--- src/rtl/uart_pkg.sv ---
// Shared UART definitions: receiver state encoding,
// default bit timing and 8N1 frame constants.
package uart_pkg;

    typedef enum logic [2:0] {
        ST_RECOVER,
        ST_IDLE,
        ST_START,
        ST_DATA,
        ST_STOP
    } uart_state_e;

    localparam int UART_DEFAULT_CLOCKS_PER_BIT = 40;
    localparam int UART_DATA_BITS              = 8;
    localparam int UART_STOP_IDX               = 9;

    function automatic logic maj3(
        input logic a,
        input logic b,
        input logic c
    );
        return (a & b) | (a & c) | (b & c);
    endfunction

endpackage

--- src/rtl/sync_ff2.sv ---
// Two-flop synchronizer for a single asynchronous input,
// with a selectable reset value.
module sync_ff2 #(
    parameter logic RESET_VAL = 1'b0
) (
    input  logic clk_i,
    input  logic rst_ni,
    input  logic d_i,
    output logic q_o
);

    logic meta_q;
    logic sync_q;

    // Two-stage capture of the asynchronous input.
    always_ff @(posedge clk_i or negedge rst_ni) begin
        if (!rst_ni) begin
            meta_q <= RESET_VAL;
            sync_q <= RESET_VAL;
        end else begin
            meta_q <= d_i;
            sync_q <= meta_q;
        end
    end

    assign q_o = sync_q;

endmodule

--- src/rtl/uart_rx.sv ---
// 8N1 UART receiver: oversampled, majority-voted bits,
// byte/framing-error pulses and a break level output.
module uart_rx
    import uart_pkg::*;
#(
    parameter int CLOCKS_PER_BIT = UART_DEFAULT_CLOCKS_PER_BIT
) (
    input  logic       clock,
    input  logic       reset_n,
    input  logic       rx_reset,
    input  logic       rx_serial,
    output logic [7:0] out_byte,
    output logic       out_byte_ready,
    output logic       out_framing_error,
    output logic       out_break,
    output logic       out_idle
);

    localparam int CW = $clog2(CLOCKS_PER_BIT);
    localparam int H  = CLOCKS_PER_BIT / 2;

    localparam logic [CW-1:0] CNT_LAST = CW'(CLOCKS_PER_BIT - 1);
    localparam logic [CW-1:0] CNT_S0   = CW'(H - 1);
    localparam logic [CW-1:0] CNT_S1   = CW'(H);
    localparam logic [CW-1:0] CNT_DEC  = CW'(H + 1);
    localparam logic [2:0]    IDX_LAST = 3'(UART_DATA_BITS - 1);

    logic rxs;

    sync_ff2 #(
        .RESET_VAL(1'b1)
    ) u_sync (
        .clk_i (clock),
        .rst_ni(reset_n),
        .d_i   (rx_serial),
        .q_o   (rxs)
    );

    uart_state_e   state_q;
    logic [CW-1:0] bit_cnt_q;
    logic [2:0]    bit_idx_q;
    logic [7:0]    shreg_q;
    logic          samp0_q;
    logic          samp1_q;
    logic [7:0]    byte_q;
    logic          ready_q;
    logic          ferr_q;
    logic          brk_q;

    logic dec_d;
    logic at_dec;
    logic at_last;

    assign dec_d   = maj3(samp0_q, samp1_q, rxs);
    assign at_dec  = (bit_cnt_q == CNT_DEC);
    assign at_last = (bit_cnt_q == CNT_LAST);

    // Framing FSM with bit timing, vote, shift register and outputs.
    always_ff @(posedge clock or negedge reset_n) begin
        if (!reset_n) begin
            state_q   <= ST_RECOVER;
            bit_cnt_q <= '0;
            bit_idx_q <= '0;
            shreg_q   <= '0;
            samp0_q   <= 1'b1;
            samp1_q   <= 1'b1;
            byte_q    <= '0;
            ready_q   <= 1'b0;
            ferr_q    <= 1'b0;
            brk_q     <= 1'b0;
        end else if (rx_reset) begin
            state_q   <= ST_RECOVER;
            bit_cnt_q <= '0;
            bit_idx_q <= '0;
            shreg_q   <= '0;
            ready_q   <= 1'b0;
            ferr_q    <= 1'b0;
            brk_q     <= 1'b0;
        end else begin
            ready_q <= 1'b0;
            ferr_q  <= 1'b0;
            if (bit_cnt_q == CNT_S0) samp0_q <= rxs;
            if (bit_cnt_q == CNT_S1) samp1_q <= rxs;
            unique case (state_q)
                ST_RECOVER: begin
                    if (rxs) brk_q <= 1'b0;
                    if (!rxs) begin
                        bit_cnt_q <= '0;
                    end else if (at_last) begin
                        bit_cnt_q <= '0;
                        state_q   <= ST_IDLE;
                    end else begin
                        bit_cnt_q <= bit_cnt_q + 1'b1;
                    end
                end
                ST_IDLE: begin
                    bit_cnt_q <= '0;
                    if (!rxs) state_q <= ST_START;
                end
                ST_START: begin
                    if (at_dec && dec_d) begin
                        bit_cnt_q <= '0;
                        state_q   <= ST_IDLE;
                    end else if (at_last) begin
                        bit_cnt_q <= '0;
                        bit_idx_q <= '0;
                        state_q   <= ST_DATA;
                    end else begin
                        bit_cnt_q <= bit_cnt_q + 1'b1;
                    end
                end
                ST_DATA: begin
                    if (at_dec) shreg_q <= {dec_d, shreg_q[7:1]};
                    if (at_last) begin
                        bit_cnt_q <= '0;
                        if (bit_idx_q == IDX_LAST) begin
                            state_q <= ST_STOP;
                        end else begin
                            bit_idx_q <= bit_idx_q + 1'b1;
                        end
                    end else begin
                        bit_cnt_q <= bit_cnt_q + 1'b1;
                    end
                end
                ST_STOP: begin
                    if (at_dec) begin
                        bit_cnt_q <= '0;
                        if (dec_d) begin
                            byte_q  <= shreg_q;
                            ready_q <= 1'b1;
                            state_q <= ST_IDLE;
                        end else if (shreg_q == '0) begin
                            brk_q   <= 1'b1;
                            state_q <= ST_RECOVER;
                        end else begin
                            ferr_q  <= 1'b1;
                            state_q <= ST_RECOVER;
                        end
                    end else begin
                        bit_cnt_q <= bit_cnt_q + 1'b1;
                    end
                end
                default: begin
                    bit_cnt_q <= '0;
                    state_q   <= ST_RECOVER;
                end
            endcase
        end
    end

    assign out_byte          = byte_q;
    assign out_byte_ready    = ready_q;
    assign out_framing_error = ferr_q;
    assign out_break         = brk_q;
    assign out_idle          = (state_q == ST_IDLE);

endmodule
--- config.mk ---
export PLATFORM = sky130hd
export DESIGN_NAME = uart_rx
export DESIGN_NICKNAME = d
export VERILOG_FILES = /design/src/rtl/uart_pkg.sv /design/src/rtl/sync_ff2.sv /design/src/rtl/uart_rx.sv
export SDC_FILE = /design/constraint.sdc
export NUM_CORES = 1
export LEC_CHECK = 0
export ABC_AREA = 0
export CAP_MARGIN = 25
export CORE_MARGIN = 1.5
export CORE_UTILIZATION = 35
export DETAILED_ROUTE_END_ITERATION = 8
export PLACE_DENSITY = 0.63
export SKIP_CTS_REPAIR_TIMING = 1
export SLEW_MARGIN = 20
export SYNTH_ARGS = -nofsm -noshare
export SYNTH_HDL_FRONTEND = slang
export SYNTH_SLANG_ARGS = --single-unit
--- constraint.sdc ---
create_clock -name clock -period 2.6 [get_ports clock]
set_input_delay 0.52 -clock clock [delete_from_list [all_inputs] [get_ports clock]]
set_output_delay 0.52 -clock clock [all_outputs]
set_load 0.02 [all_outputs]
==> results.yml, run 1 <==
timing:
  slew-limit-headroom: 0.5900
  clock.fmax_mhz: 448.8
  setup_violations: 0
  rsz0062_at_grt: "false"
  min_period_over_period: 0.8570
  skew_ns: 0.01027
  finalHoldViolations: 0
  period_needed_ns: 2.228
  slew_viol_final: 0
  fin_tns_setup_ns: 0
  tightest_slew_ns: 0.6055
finish:
  nNetsFinal: 187
  n_antenna_cell: 0
  drive_gt1_frac: 0.2123
  syn2layout_area_growth_pct: 19.01
detailed_routing:
  post-route-drc-count: 0
  wl_mm: 3.952
  drt_iter0_markers: 61
  vias: 1353
  via_per_inst: 5.500
  ant_nets: 0
  wl_per_cell_microns: 16.07
  first_pass_iters: 4
grt:
  grt_pass1_vias: 1371
  grt_max_degree: 36
  antenna_found_initial: 0
  grt_first_pass_wirelength_mm: 6.734
  overflow: 0
  grt_usage: 0.1644
floorplan:
  fp.coreArea_sq_mm: 0.004786
  die_x_microns: 74.12
  die_h_microns: 74.12
  rows: 25
  start_util: 0.3699
  die_area_sq_mm: 0.005494
  io_pins: 16
cts:
  cts_root_buf: "clkbuf_8"
  cts_tree: "done"
  h-tree-depth: 2
  clk_path_buf_depth: 2
  numCtsBuffers: 5
  cts.reportedPaths.clkPinSlew_ns: 0.06
  cts.sinks: 35
  clock_latency_ns: 0.29
synth:
  yosys.area_share.simple: 0.1385
  synth_xor_area_frac: 0.02473
  async_reset_ff_frac: 1.000
  ys_seq_area_frac: 0.4975
  synth.mux.area_fraction: 0.09470
  synth_top_family_by_area: "compound AO/OA/AOI/OAI gates"
  synth_area_leaders: "dfrtp_1 44%, mux2_2 8.9%, dfstp_2 5.9%"
  synth_cells: 156
  ys_ff_latch: 35
  synth_flop_cell: "dfrtp_1"
  yosys.area.top_type: "dfrtp_1"
  synthAdderAreaFrac: 0.04099
  avgSynthCellArea_sq_um: 11.35
  synth_warnings: 0
  synth_edf_count: 0
  syn_area_sq_mm: 0.001770
  synth_compound_area_frac: 0.1753
  synth_nets: 165
  synth_cell_types: 47
  yosysTopAreaCellShare: 0.4382
critical_path:
  critPathCaptureType: "output port"
  crit_arrival_ns: 1.71
  worstPathCellList: "nor3_1 > clkdlybuf4s50_1"
  criticalPathCategory: "reg2out"
  worstPathMaxFanout: 15
  worstPathRequired_ns: 2.08
  crit_slowest_cell: "clkdlybuf4s50_1"
  critPathLaunchType: "flip-flop"
  max_stage_delay_ns: 0.64
  rr_worst_depth: 3
power:
  power.total_w: 0.001151
  pwr_density_cell_mw_per_mm2: 546.2
  ir_drop_mv: 0.2579
  p_leak_nw: 0.9212
place:
  io_buffers: 15
  gp_congestion: 0.8794
  dp_hpwl_mm: 2.788
worst_hold_path:
  worstHoldPathCells: 0
  worstHoldPathType: "reg2reg"
run_status:
  status: "completed"
run:
  cap_violations: 0
[final timing paths]
check	from	to	slack, ns
min in group asynchronous	reset_n	out_byte[4]$_DFFE_PN0P_	0.64
worst max register to register	u_sync.q_o$_DFF_PN1_	out_byte[7]$_DFFE_PN0P_	0.56
worst min-delay path	u_sync.meta_q$_DFF_PN1_	u_sync.q_o$_DFF_PN1_	0.36
worst max-delay path	state_q[1]$_DFFE_PN0P_	out_idle	0.37
max in group asynchronous	reset_n	u_sync.q_o$_DFF_PN1_	1.62
worst min register to register	u_sync.meta_q$_DFF_PN1_	u_sync.q_o$_DFF_PN1_	0.36
[per-stage QoR]
stage | std cells | util | worst slack, ns | hold WS [ns] | cell area (sq um)
floorplan | 156 | - | 0.9117 | 0.2244 | 1770
CTS | 246 | 0.4403 | 0.3721 | 0.3619 | 2107
finish | 246 | 0.4403 | 0.3718 | 0.3602 | 2107
global placement | 238 | 0.4225 | 0.2785 | 0.3454 | 2022
detailed placement | 238 | 0.4225 | 0.1777 | 0.3472 | 2022
global route | 246 | 0.4403 | 0.2589 | 0.3677 | 2107
[area by class of cell]
type	instances	area, sq um
clock buffer	6	72.57
fill	443	2679
timing repair buffer	20	187.7
clock inverter	2	12.51
inverter	8	30.03
tap	67	83.83
multi-input combinational	108	839.6
sequential	35	880.8
[state kept, by name, indices dropped and copies added, names as in the netlist]
name	cells
bit_cnt_q	6
bit_idx_q	3
out_break	1
out_byte	8
out_byte_ready	1
out_framing_error	1
samp0_q	1
samp1_q	1
shreg_q	8
state_q	3
u_sync.meta_q	1
u_sync.q_o	1
[cells in the final DEF, fill, tap and decap left out, types with 2 or more instances in the layout]
cell,count
dfrtp_1,31
nand3_1,5
a21oi_1,9
nand2_1,4
a21o_1,3
dfstp_2,4
clkdlybuf4s50_1,15
ha_1,5
inv_1,8
a2111oi_0,2
a22o_1,8
nor2_1,13
and3_4,2
buf_4,5
xnor2_1,4
a31oi_1,4
mux2_2,14
a41oi_1,2
nor4_1,2
clkbuf_8,5
nand4_1,4
[worst max-delay path: cells and delay by family, from the launching register on]
kind          cells  cell delay, ns
simple gates      1            0.24
flops             1            0.54
buf+inv           1            0.64
[cell families (layout without fill, tap and decap cells)]
logic type,after synthesis,count (layout)
AO/OA/AOI/OAI,41,41
AND/OR/NAND/NOR,41,41
flip-flops,35,35
multiplexers,15,15
buffers and inverters,13,36
adder cells (fa/ha/maj),6,6
XOR/XNOR,5,5
[where the power goes]
group	total, W	internal, W	leakage (nW)	switching, W
clock network	0.000384	0.000187	0.0412	0.000197
logic	0.000175	0.0000719	0.409	0.000103
registers	0.000592	0.000564	0.471	0.0000287
total	0.00115	0.000823	0.921	0.000328
[cell usage after synthesis (all sizes together) (2+ instances only)]
cell and count:
a2111oi 3, a21o 3, a21oi 9, a22o 8, a31oi 4, a41oi 2
and3 2, clkbuf 4, dfrtp 31, dfstp 4, ha 5, inv 8
mux2 14, nand2 4, nand3 5, nand4 5, nor2 13, nor4 2
xnor2 4
[routing by layer]
layer / global-route usage / vias to the layer above / wire (microns)
met5: 0 / - / 0
met1: 0.2169 / 647 / 1672
met2: 0.2450 / 67 / 1882
li1: - / 629 / -
met3: 0.05420 / 10 / 308
met4: 0.07613 / 0 / 88
Note: power is estimated with default switching activity, not from simulation.
==> inputs of run 2 (changes only) <==
Settings changed: GPL_ROUTABILITY_DRIVEN from default to 0.
==> run 2 against run 1 <==
  * Clock power increased by 2%
  * Maximum frequency decreased by 1.7%
  * Via count decreased by 1.1%
  * Worst setup slack got worse by 0.040 ns
  * Largest power group unchanged
  * Hold slack got worse by 0.0038 ns
  * Critical path type unchanged
  * Critical path depth unchanged
  * Utilization decreased by 0.078 points
  * Die area unchanged
  * First-iteration DRC count increased by 9.8%
  * Critical endpoint unchanged
  * Count of clock-buffer cells in the layout decreased by 1
==> results.yml, run 2 (synthesis results as in run 1) <==
grt:
  grt.busiest_layer: "met2"
  use_met2: 0.2381
  overflow: 0
  grt_first_pass_wirelength_mm: 6.327
  grt_usage: 0.1526
  grt_pass1_vias: 1347
  grt_max_degree: 36
  met3_usage: 0.04336
  antenna_found_initial: 0
  globalRouteMet1Util: 0.1991
finish:
  utilization: 0.4395
  drive_gt1_frac: 0.2135
  n_antenna_cell: 0
  fillCellCount: 442
  final_common_cell: "dfrtp_1"
  final_cell_mix: "31 x dfrtp_1, 15 x clkdlybuf4s50_1, 14 x mux2_2, 13 x nor2_1, 9 x a21oi_1"
  nNetsFinal: 186
  seq_area_sq_um: 880.8
  syn2layout_area_growth_pct: 18.80
  design_area_sq_mm: 0.002103
  multiInputGateArea_sq_um: 839.6
cts:
  numCtsBuffers: 5
  clk_path_buf_depth: 2
  cts.sinks: 35
  cts_tree: "done"
  h-tree-depth: 2
  clock_latency_ns: 0.29
  cts_root_buf: "clkbuf_8"
  cts.reportedPaths.clkPinSlew_ns: 0.07
place:
  postPlaceCellArea_sq_mm: 0.002014
  dp_hpwl_mm: 2.623
  io_buffers: 15
floorplan:
  die_x_microns: 74.12
  rows: 25
  start_util: 0.3699
  io_pins: 16
  die_h_microns: 74.12
  fp.coreArea_sq_mm: 0.004786
  die_area_sq_mm: 0.005494
timing:
  slew_viol_final: 0
  setup_violations: 0
  rsz0062_at_grt: "false"
  min_period_over_period: 0.8722
  fin_tns_setup_ns: 0
  slew-limit-headroom: 0.5870
  finalHoldViolations: 0
  period_needed_ns: 2.268
  skew_ns: 0.01082
  clock.fmax_mhz: 441.0
  tightest_slew_ns: 0.6098
detailed_routing:
  ant_nets: 0
  drt_iter0_markers: 67
  first_pass_iters: 4
  wl_per_cell_microns: 15.22
  wl_mm: 3.730
  via_per_inst: 5.461
  vias: 1338
  post-route-drc-count: 0
power:
  switchingPower_w: 0.0003348
  clkPwrFrac: 0.337
  p_leak_nw: 0.9147
  pwr_density_cell_mw_per_mm2: 549.8
  pwr-share-comb: 0.151
  internal_power_w: 0.0008215
  p_seq_frac: 0.511
  p_sw_frac: 0.2895
  ir_drop_mv: 0.3341
run:
  cap_violations: 0
run_status:
  status: "completed"
worst_hold_path:
  worstHoldPathType: "reg2reg"
  worstHoldPathCells: 0
critical_path:
  criticalPathCategory: "reg2out"
  crit_arrival_ns: 1.75
  critPathLaunchType: "flip-flop"
  worstPathRequired_ns: 2.08
  worstPathMaxFanout: 16
  rr_worst_depth: 3
  critPathCaptureType: "output port"
run 2: changes by cell type in the layout (fill, tap and decap cells not counted):
cell and delta:
clkbuf_1 -1, buf_4 -1, clkinvlp_4 +1
run 2: layout make-up:
class / count / share of cell area
tap: 67 / 0.03986
multi-input combinational: 108 / 0.3992
clock inverter: 3 / 0.009518
clock buffer: 5 / 0.03272
inverter: 8 / 0.01428
timing repair buffer: 19 / 0.08566
sequential: 35 / 0.4188
run 2: power by group through the flow:
stage               clock [W]  combinational, W  sequential (W)
floorplan                   0          0.000119        0.000592
global placement            0          0.000169        0.000600
detailed placement          0          0.000173        0.000602
CTS                  0.000400          0.000175        0.000591
global route         0.000426          0.000195        0.000595
finish               0.000390          0.000175        0.000591
run 2: final timing paths:
| path | startpoint | endpoint | slack, ns |
|---|---|---|---|
| min in group asynchronous | reset_n | bit_cnt_q[1]$_DFF_PN0_ | 0.64 |
| setup reg to reg | u_sync.q_o$_DFF_PN1_ | out_byte[7]$_DFFE_PN0P_ | 0.64 |
| setup / recovery | state_q[2]$_DFFE_PN0P_ | out_idle | 0.33 |
| hold reg to reg | u_sync.meta_q$_DFF_PN1_ | u_sync.q_o$_DFF_PN1_ | 0.36 |
| hold / removal | u_sync.meta_q$_DFF_PN1_ | u_sync.q_o$_DFF_PN1_ | 0.36 |
| max in group asynchronous | reset_n | u_sync.q_o$_DFF_PN1_ | 1.63 |
run 2: through the flow:
step / instances / power (W) / hold WS [ns] / setup slack, ns
after floorplan: 156 / 0.0007106 / 0.2244 / 0.9117
after global placement: 237 / 0.0007689 / 0.3467 / 0.2598
after detailed placement: 237 / 0.0007742 / 0.3475 / 0.2008
after CTS: 245 / 0.001166 / 0.3576 / 0.3416
after global routing: 245 / 0.001216 / 0.3643 / 0.2703
final: 245 / 0.001156 / 0.3564 / 0.3322
run 2: critical path: stages, from the launching register on:
cell and delay, ns:
dfrtp_1 0.56, nor3_1 0.26, clkdlybuf4s50_1 0.64
run 2: routing by layer:
metal	wire (microns)	vias to the layer above
met4	65	0
met1	1616	650
met5	0	-
li1	-	627
met2	1818	53
met3	230	8
==> inputs of run 3 (changes only) <==
Settings changed: CTS_CLUSTER_SIZE from default to 10, MAX_ROUTING_LAYER from default to met4.
==> run 3 against run 2 <==
  * Utilization did not move
  * Worst setup slack worse by 0.0045 ns
  * Flip-flop and latch count unchanged
  * Via count increased by 0.67%
  * Register-to-register slack about the same
  * Global-route usage rose by 0.49 points
  * Clock power hardly changed
  * Critical path type unchanged
  * Largest cell class unchanged
  * Largest power group unchanged
  * Highest routed layer unchanged
==> results.yml, run 3 (synthesis results as in run 1) <==
detailed_routing:
  wl_mm: 3.786
  drt_iter0_markers: 63
  vias: 1347
  post-route-drc-count: 0
  wl_per_cell_microns: 15.45
  ant_nets: 0
  first_pass_iters: 4
  via_per_inst: 5.498
critical_path:
  crit_family: "buffers and inverters"
  path_buf_inv: 1
  worstPathRequired_ns: 2.08
  worstPathMaxFanout: 16
  critPathCaptureType: "output port"
  reg2reg_from: "u_sync.q_o$_DFF_PN1_"
  critPathLaunchType: "flip-flop"
  crit_slowest_cell: "clkdlybuf4s50_1"
  worstPathCellList: "nor3_1 > clkdlybuf4s50_1"
  criticalPathCategory: "reg2out"
  r2r_slack_ns: 0.64
  startpoint: "state_q[2]$_DFFE_PN0P_"
  max_stage_delay_ns: 0.64
  crit_arrival_ns: 1.75
timing:
  skew_ns: 0.01084
  clock.fmax_mhz: 440.1
  slew_viol_final: 0
  tightest_slew_ns: 0.5809
  hold_slack_ns: 0.3564
  finalHoldViolations: 0
  min_period_over_period: 0.8740
  fin_ws_ns: 0.3277
  period_needed_ns: 2.272
  rsz0062_at_grt: "false"
  setup_violations: 0
  fin_tns_setup_ns: 0
  slew-limit-headroom: 0.6066
finish:
  drive_gt1_frac: 0.2135
  utilization: 0.4395
  fillCellCount: 442
  n_antenna_cell: 0
  final_cell_mix: "31 x dfrtp_1, 15 x clkdlybuf4s50_1, 14 x mux2_2, 13 x nor2_1, 9 x a21oi_1"
  final_common_cell: "dfrtp_1"
  nNetsFinal: 186
  syn2layout_area_growth_pct: 18.80
power:
  switchingPower_w: 0.0003355
  p_leak_nw: 0.9147
  p_sw_frac: 0.2900
  internal_power_w: 0.0008216
  pwr-share-comb: 0.152
  clkPwrFrac: 0.337
  p_seq_frac: 0.511
  pwr_density_cell_mw_per_mm2: 550.2
  ir_drop_mv: 0.3341
grt:
  antenna_found_initial: 0
  grt_usage: 0.1575
  grt_first_pass_wirelength_mm: 6.334
  overflow: 0
  grt_max_degree: 36
  grt_pass1_vias: 1343
place:
  dp_hpwl_mm: 2.623
  io_buffers: 15
  pre_cts_ws_ns: 0.2008
cts:
  numCtsBuffers: 5
  cts_root_buf: "clkbuf_8"
  cts.sinks: 35
  cts.reportedPaths.clkPinSlew_ns: 0.07
  cts_tree: "done"
  clk_path_buf_depth: 2
  clock_latency_ns: 0.29
  h-tree-depth: 2
floorplan:
  start_util: 0.3699
  fp.coreArea_sq_mm: 0.004786
  io_pins: 16
  rows: 25
  die_x_microns: 74.12
  die_area_sq_mm: 0.005494
  die_h_microns: 74.12
worst_hold_path:
  worstHoldPathType: "reg2reg"
  hp-start: "u_sync.meta_q$_DFF_PN1_"
run:
  cap_violations: 0
run_status:
  status: "completed"
[run 3: cell counts in the layout (fill, tap and decap cells not counted)]
Identical to the previous run, type by type.
[run 3: area by class of cell]
type / count / area (sq um) / share of cell area
flip-flops and latches: 35 / 880.8 / 0.4188
multi-input cells: 108 / 839.6 / 0.3992
repair buffers: 19 / 180.2 / 0.08566
well taps: 67 / 83.83 / 0.03986
clock buffers: 5 / 68.82 / 0.03272
inverters: 8 / 30.03 / 0.01428
clock inverters: 3 / 20.02 / 0.009518
[run 3: metal layers]
metal,track usage,part of all wire,routed length (microns),vias up
met5,-,0,0,-
met4,0.06379,0.016,62,0
met3,0.04336,0.065,245,9
met2,0.2381,0.49,1839,55
met1,0.1991,0.43,1639,654
li1,-,-,-,629
[run 3: power by group through the flow]
stage | clock (W) | combinational (W) | sequential (W)
after floorplan | 0 | 0.000119 | 0.000592
after global placement | 0 | 0.000169 | 0.000600
after detailed placement | 0 | 0.000173 | 0.000602
after CTS | 0.000400 | 0.000175 | 0.000591
after global routing | 0.000426 | 0.000195 | 0.000595
final | 0.000390 | 0.000176 | 0.000591
[run 3: stage by stage]
stage / cell area [sq um] / total power, W / cells
2_1_floorplan: 1770 / 0.0007106 / 156
4_1_cts: 2103 / 0.001166 / 245
6_report: 2103 / 0.001157 / 245
5_1_grt: 2103 / 0.001216 / 245
3_3_place_gp: 2014 / 0.0007689 / 237
3_5_place_dp: 2014 / 0.0007742 / 237
[run 3: path summary, 6_finish.rpt]
kind                                           end  cells after the start
max reg2reg                out_byte[7]$_DFFE_PN0P_                      3
max in group asynchronous     u_sync.q_o$_DFF_PN1_                      2
min reg2reg                   u_sync.q_o$_DFF_PN1_                      0
min                           u_sync.q_o$_DFF_PN1_                      0
max                                       out_idle                      2
min in group asynchronous   bit_cnt_q[3]$_DFF_PN0_                      2
